===== src/rtl/sd_cmd_rx.sv =====
// SD command-line receiver: deserialises a 48-bit command frame, checks CRC7 and
// framing, and presents index/argument with one-cycle valid/done pulses.
module sd_cmd_rx #(
  parameter bit CHECK_CRC = 1'b1
) (
  input  logic        clk,
  input  logic        rst_n,
  input  logic        DI,
  output logic        isBusy,
  output logic        isValid,
  output logic        isDone,
  output logic [5:0]  index,
  output logic [31:0] argument,
  output logic        crcError,
  output logic        frameError
);

  typedef enum logic [2:0] {IDLE, TXBIT, INDEX, ARG, CRC, END} state_t;

  state_t      state_q, state_d;
  logic [4:0]  cnt_q, cnt_d;
  logic [6:0]  crc_q, crc_d;
  logic [6:0]  rcrc_q, rcrc_d;
  logic [5:0]  idx_sh_q, idx_sh_d;
  logic [31:0] arg_sh_q, arg_sh_d;
  logic        valid_q, valid_d;
  logic        done_q, done_d;
  logic [5:0]  index_q, index_d;
  logic [31:0] argument_q, argument_d;
  logic        crc_err_q, crc_err_d;
  logic        frame_err_q, frame_err_d;
  logic        crc_bad;

  // Serial CRC7, generator x^7 + x^3 + 1, one input bit per call.
  function automatic logic [6:0] crc7_step(input logic [6:0] c, input logic b);
    logic fb;
    fb = b ^ c[6];
    return {c[5:0], 1'b0} ^ (fb ? 7'h09 : 7'h00);
  endfunction

  assign crc_bad = CHECK_CRC && (crc_q != rcrc_q);

  always_comb begin
    state_d     = state_q;
    cnt_d       = cnt_q;
    crc_d       = crc_q;
    rcrc_d      = rcrc_q;
    idx_sh_d    = idx_sh_q;
    arg_sh_d    = arg_sh_q;
    valid_d     = 1'b0;
    done_d      = 1'b0;
    index_d     = index_q;
    argument_d  = argument_q;
    crc_err_d   = crc_err_q;
    frame_err_d = frame_err_q;
    case (state_q)
      IDLE: begin
        if (!DI) begin
          // Start bit: CRC restarts from zero and includes this bit.
          state_d     = TXBIT;
          crc_d       = crc7_step(7'd0, DI);
          crc_err_d   = 1'b0;
          frame_err_d = 1'b0;
        end
      end
      TXBIT: begin
        crc_d = crc7_step(crc_q, DI);
        if (DI) begin
          state_d = INDEX;
          cnt_d   = 5'd5;
        end else begin
          frame_err_d = 1'b1;
          done_d      = 1'b1;
          state_d     = IDLE;
        end
      end
      INDEX: begin
        crc_d    = crc7_step(crc_q, DI);
        idx_sh_d = {idx_sh_q[4:0], DI};
        if (cnt_q == 5'd0) begin
          state_d = ARG;
          cnt_d   = 5'd31;
        end else begin
          cnt_d = cnt_q - 5'd1;
        end
      end
      ARG: begin
        crc_d    = crc7_step(crc_q, DI);
        arg_sh_d = {arg_sh_q[30:0], DI};
        if (cnt_q == 5'd0) begin
          state_d = CRC;
          cnt_d   = 5'd6;
        end else begin
          cnt_d = cnt_q - 5'd1;
        end
      end
      CRC: begin
        rcrc_d = {rcrc_q[5:0], DI};
        if (cnt_q == 5'd0) begin
          state_d = END;
        end else begin
          cnt_d = cnt_q - 5'd1;
        end
      end
      END: begin
        state_d     = IDLE;
        done_d      = 1'b1;
        frame_err_d = !DI;
        crc_err_d   = crc_bad;
        valid_d     = DI && !crc_bad;
        index_d     = idx_sh_q;
        argument_d  = arg_sh_q;
      end
      default: state_d = IDLE;
    endcase
  end

  always_ff @(posedge clk or negedge rst_n) begin
    if (!rst_n) begin
      state_q     <= IDLE;
      cnt_q       <= '0;
      crc_q       <= '0;
      rcrc_q      <= '0;
      idx_sh_q    <= '0;
      arg_sh_q    <= '0;
      valid_q     <= 1'b0;
      done_q      <= 1'b0;
      index_q     <= '0;
      argument_q  <= '0;
      crc_err_q   <= 1'b0;
      frame_err_q <= 1'b0;
    end else begin
      state_q     <= state_d;
      cnt_q       <= cnt_d;
      crc_q       <= crc_d;
      rcrc_q      <= rcrc_d;
      idx_sh_q    <= idx_sh_d;
      arg_sh_q    <= arg_sh_d;
      valid_q     <= valid_d;
      done_q      <= done_d;
      index_q     <= index_d;
      argument_q  <= argument_d;
      crc_err_q   <= crc_err_d;
      frame_err_q <= frame_err_d;
    end
  end

  assign isBusy     = (state_q != IDLE);
  assign isValid    = valid_q;
  assign isDone     = done_q;
  assign index      = index_q;
  assign argument   = argument_q;
  assign crcError   = crc_err_q;
  assign frameError = frame_err_q;

endmodule


===== config.mk =====
export PLATFORM = sky130hd
export DESIGN_NAME = sd_cmd_rx
export DESIGN_NICKNAME = d
export VERILOG_FILES = /design/src/rtl/sd_cmd_rx.sv
export SDC_FILE = /design/constraint.sdc
export NUM_CORES = 1
export LEC_CHECK = 0
export CORE_UTILIZATION = 34
export DETAILED_ROUTE_END_ITERATION = 12
export PLACE_DENSITY = 0.58
export SLEW_MARGIN = 20
export SYNTH_ARGS = -nofsm -noshare
export SYNTH_HDL_FRONTEND = slang
export SYNTH_SLANG_ARGS = --single-unit

===== constraint.sdc =====
create_clock -name clk -period 2.1 [get_ports clk]
set_input_delay 0.42 -clock clk [delete_from_list [all_inputs] [get_ports clk]]
set_output_delay 0.42 -clock clk [all_outputs]
set_load 0.005 [all_outputs]

## Word-level counts from Yosys, hierarchy flattened

Index checks and enable logic that the tools add are counted.

- Add/sub/neg operators: 1
- Equality and inequality tests: 13
- Mux-type cells: 21
- Bitwise gates (word level): 2
- Reduce and logical (&&, ||, !) cells: 16

Operators by type and width:

| cell | count |
|---|---|
| 5-bit two-way mux | 4 |
| 5-bit case mux with 4 select lines | 1 |
| 3-bit case mux with 5 select lines | 1 |
| 2-bit != test (second input constant) | 7 |
| 7-bit case mux with 2 select lines | 1 |
| 3-bit two-way mux | 4 |
| 7-bit two-way mux | 1 |
| 7-bit != test | 1 |
| 7-bit by 4-bit XOR with 7-bit output | 1 |
| 3-bit by 2-bit == test with 1-bit output (second input constant) | 2 |
| 3-bit == test (second input constant) | 2 |
| 3-bit AND reduction | 2 |
| 3-bit nonzero test | 2 |
| 5-bit zero test | 1 |
| 5-bit by 1-bit subtractor with 5-bit output (second input constant) | 1 |
| 1-bit two-way mux | 4 |
| 4-bit two-way mux | 1 |
| 1-bit case mux with 2 select lines | 2 |
| 2-bit AND reduction | 2 |
| 4-bit AND reduction | 1 |
| 2-bit nonzero test | 2 |
| 4-bit nonzero test | 1 |
| 3-bit by 1-bit == test with 1-bit output (second input constant) | 1 |
| 3-bit zero test | 1 |
| other kinds (6) | 7 |

- Bits in registers: 102
- Input port bits: 3
- Output and inout port bits: 43
- Logic and storage cells: 65

## Depth between registers and ports, before layout

- Depth after elaboration: 4
- Mapped depth: 6
- Depth with buffers taken out: 6

## Worst setup path before layout

OpenSTA, ideal clock, no wires.

- Kind: register to register
- From: register cnt_q[0]
- To: register cnt_q[0]
- Data arrival time: 1470 ps
- Slack: 504 ps
- Stages on the path, launching flop included: 7
- Path buffers: 0
- Period minus slack after synthesis: 1596 ps
- Cells stage by stage: dfrtp_1 inv_1 ha_1 nor4b_4 or3_1 a21oi_1 a221o_1

- Longest elaborated chain between the ends: 3
- Elaborated cells between the ends (all ways): 8

Ends and longest elaborated chain:

| element | line | source |
|---|---|---|
| from (decl) | 21 | `logic [4:0] cnt_q, cnt_d;` |
| from (signal assigned) | 134 | `cnt_q <= cnt_d;` |
| 5-bit by 1-bit subtractor with 5-bit output / 5-bit zero test (equally long branches) | - |  |
| 5-bit two-way mux, or another cell as far along | 99 | `if (cnt_q == 5'd0) begin` |
| 5-bit case mux with 4 select lines / 3-bit AND reduction (equally long branches) | - |  |

Parallel ways exist; a longest one is shown, timed or not. The select of a mux whose other input is x is not followed.
A chain may end at the register's enable or synchronous reset.

## Final worst setup path

- From: register state_q[2]
- To: output port isBusy

- Longest elaborated chain between the ends: 1

Ends and longest elaborated chain:

| element | line | source |
|---|---|---|
| from (decl) | 20 | `state_t state_q, state_d;` |
| from (signal assigned) | 133 | `state_q <= state_d;` |
| 3-bit nonzero test | 148 | `assign isBusy = (state_q != IDLE);` |
| to (decl) | 9 | `output logic isBusy,` |

Every way passes these cells.

==> results by group <==
Status
  – Status: finished clean

Power and ir drop
  – Leakage power: ~2.5 nW
  – VDD IR max: just over 0.5 mV
  – Internal: 4.434 mW
  – Clock network fraction of total power: 26.7%
  – Psw: ~1.9 mW
  – Cell area power density: 1204 nW/µm²
  – Sequential Power Share: roughly 44%
  – Logic pwr share: ~29%
  – Sw frac: ~30%

Clocking
  – Htree depth: 3
  – Setup Buffers After CTS: 0
  – # clock sinks: ~100
  – CTS Hold Bufs: 0
  – Clock root buffer: clkbuf_16
  – Total CTS buffers: 9
  – CTS clock-pin slew for the worst setup and hold paths: ~70 ps
  – Maximum clock insertion buffer count: 2
  – CTS tree: yes
  – Clock Latency Late Sink: between 300 and 400 ps
  – Post-CTS sizing: 1

Yosys
  – #FFs+latches synth: between 100 and 150
  – Count of cell types in the netlist: 45
  – Syn avg cell area: 14.42 µm²
  – Async set-reset flop share out of synthesis: 100.0%
  – Cells after synthesis: ~300
  – Syn_nets: 300
  – Synth Flop Type: dfrtp_1
  – Synth warn: 0
  – Number of synthesized flops with an enable pin: 0
  – Sequential area share after synthesis: about three fifths
  – Cell Area, Synth: between 4000 and 5000 µm²

Setup path
  – Critical path's largest stage delay: ~550 ps
  – Reg-to-Reg Start: cnt_q[0]
  – Type of origin of the critical path: flop
  – Worst R2R Path Depth: 6
  – R2R Path End: cnt_q[0]
  – Crit path DAT: approximately 1600 ps
  – R2r setup slk: 230 ps
  – WP data required: between 1500 and 2000 ps
  – Max stage delay cell, worst path: dfrtp_1
  – Crit path capture type: output port
  – Critical path class: flop to output port
  – Critical path fanouts, max: 11
  – CP cell instances: inv_1 -> nand2_1 -> clkdlybuf4s50_1

Floorplan
  – Die width: between 100 and 150 µm
  – Die area: around 13000 µm²
  – Core footprint: approximately 12000 µm²
  – Io pins: 46
  – Die Y: around 110 µm
  – Cell Rows: 40
  – Initial core utilization: 35.25%

Placed design
  – Placed Instances: roughly 510
  – GP Congestion: a little under 0.8
  – Placed Instance Area: ~5000 µm²
  – HPWL Detailed: a little over 5 mm
  – Port bufs: between 40 and 50

STA
  – Endpoints failing hold: 0
  – Rel. slew slack: 62.23%
  – RSZ-0062 raised after global routing: no
  – Clock Skews: between 9 and 10 ps
  – Worst-margin pin slew: 566.5 ps
  – Max Fclk: 0.5082 GHz
  – Fin crit period: slightly below 2000 ps
  – Setup violations, final: 0
  – Final worst-path cycle share: between 90% and 100%
  – Setup TNS: 0 ps
  – Slew Limit Fails: 0

Global route
  – Number of global-route vias before repair: ~2600
  – First-pass GRT wire length: between 10 and 15 mm
  – Grt ovf: 0
  – GRT Overall Usage: a little over an eighth
  – Initial antenna violation count: 0
  – Largest net degree at the start of global routing: 43

Job
  – Max cap viols: 0

Layout
  – Nets: 355
  – Most frequent cells in the layout: dfrtp_1, mux2_2, clkdlybuf4s50_1, buf_4, a21oi_1
  – Post-route cell area: roughly 5300 µm²
  – Most common cell after layout, fill and taps aside: dfrtp_1
  – Fin cells: 524
  – Register Area: roughly 2600 µm²
  – Area Overhead vs Synth: 23.36%
  – N_diodes: 0
  – # fillers: 1143
  – Layout cell share with drive strength beyond 1: between 30% and 40%
  – Multi-input gate area: ~1600 µm²

Route
  – Initial DRT Pass Iterations: 4
  – Vias: about 2500
  – DRC errors left: 0
  – DRT iter0 DRCs: 142
  – Final wirelength: around 7.6 mm
  – Vias per cell: roughly 4.8
  – Routed len/inst: 14.59 µm
  – ANT nets after route: 0

Worst hold path
  – HP Class: primary input to async pin
==> critical path: cells and delay by family, from the launching register on <==
| kind | cells | cell delay [ps] |
|---|---|---|
| buffers and inverters | 2 | 590 |
| DFF | 1 | 550 |
| and+or+nand+nor | 1 | 70 |
==> logic make-up after synthesis <==
kind of cell	Yosys count	synth area share, %
AOI/OAI and AO/OA	39	6.477
xor gates and xnor gates	9	1.847
adders and majority gates	1	0.2930
buffers and inverters	19	2.931
DFF	102	59.79
muxes	83	22.51
and+or+nand+nor	43	6.155
==> registers in the layout (all words and copies together), names as in the netlist <==
register,count
isDone,1
cnt_q,5
arg_sh_q,32
isValid,1
state_q,3
frameError,1
argument,32
index,6
idx_sh_q,6
crcError,1
crc_q,7
rcrc_q,7
==> how the worst max path moves through the flow <==
| stage | from | endpoint | slack [ps] | depth (start not counted) |
|---|---|---|---|---|
| detailed placement | cnt_q[0] | cnt_q[0] | 280 | 6 |
| finish | state_q[2] | isBusy | 130 | 3 |
| global placement | DI | state_q[0] | 330 | 5 |
| global route | state_q[2] | isBusy | 40 | 3 |
| CTS | state_q[1] | isBusy | 50 | 3 |
| floorplan | cnt_q[0] | cnt_q[0] | 500 | 6 |
==> synth_stat cells (3+ instances only) <==
library cell / number / area [µm²]
and2_1: 3 / 18.77
nand2_1: 8 / 30.03
buf_6: 4 / 45.04
nand2b_1: 3 / 18.77
xnor2_1: 7 / 61.31
dfrtp_1: 102 / 2552
a22o_1: 5 / 43.79
nor2_1: 8 / 30.03
buf_2: 4 / 20.02
inv_1: 5 / 18.77
mux2_2: 76 / 855.8
mux2_4: 7 / 105.1
buf_4: 5 / 37.54
a21oi_1: 10 / 50.05
or3_1: 3 / 18.77
o21ai_0: 8 / 40.04
==> area by class of cell <==
| cell class | count | share of cell area (%) |
|---|---|---|
| Sequential cell | 102 | 48.49 |
| Multi-Input combinational cell | 175 | 30.27 |
| Clock buffer | 10 | 4.538 |
| Clock inverter | 6 | 1.283 |
| Tap cell | 168 | 3.991 |
| Inverter | 5 | 0.3564 |
| Timing Repair Buffer | 58 | 11.07 |
==> metal layers <==
layer	wire length (µm)	vias up	track usage (%)
met4	103	0	5.195
met2	3549	41	20.24
li1	-	1167	-
met3	309	8	3.812
met1	3685	1307	17.12
met5	0	-	0
==> power by group through the flow <==
stage / Combinational (mW) / Sequential, mW / Clock, mW
finish: 1.84 / 2.82 / 1.69
detailed placement: 1.85 / 2.84 / 0
global placement: 1.79 / 2.83 / 0
global route: 2.02 / 2.89 / 1.83
floorplan: 1.32 / 2.71 / 0
CTS: 1.86 / 2.82 / 1.75
==> through the flow <==
| step | utilization [%] | hold WS, ps | setup slack [ps] | power, mW |
|---|---|---|---|---|
| CTS | 43.47 | 92.27 | 52.85 | 6.427 |
| detailed placement | 40.92 | 458.7 | 282.9 | 4.689 |
| finish | 43.48 | 73.31 | 132.4 | 6.340 |
| global placement | 40.92 | 445.9 | 332.8 | 4.624 |
| floorplan | - | 124.4 | 504.4 | 4.035 |
| global route | 43.48 | 116.4 | 42.61 | 6.742 |
Power figures use the tool's default switching activity.
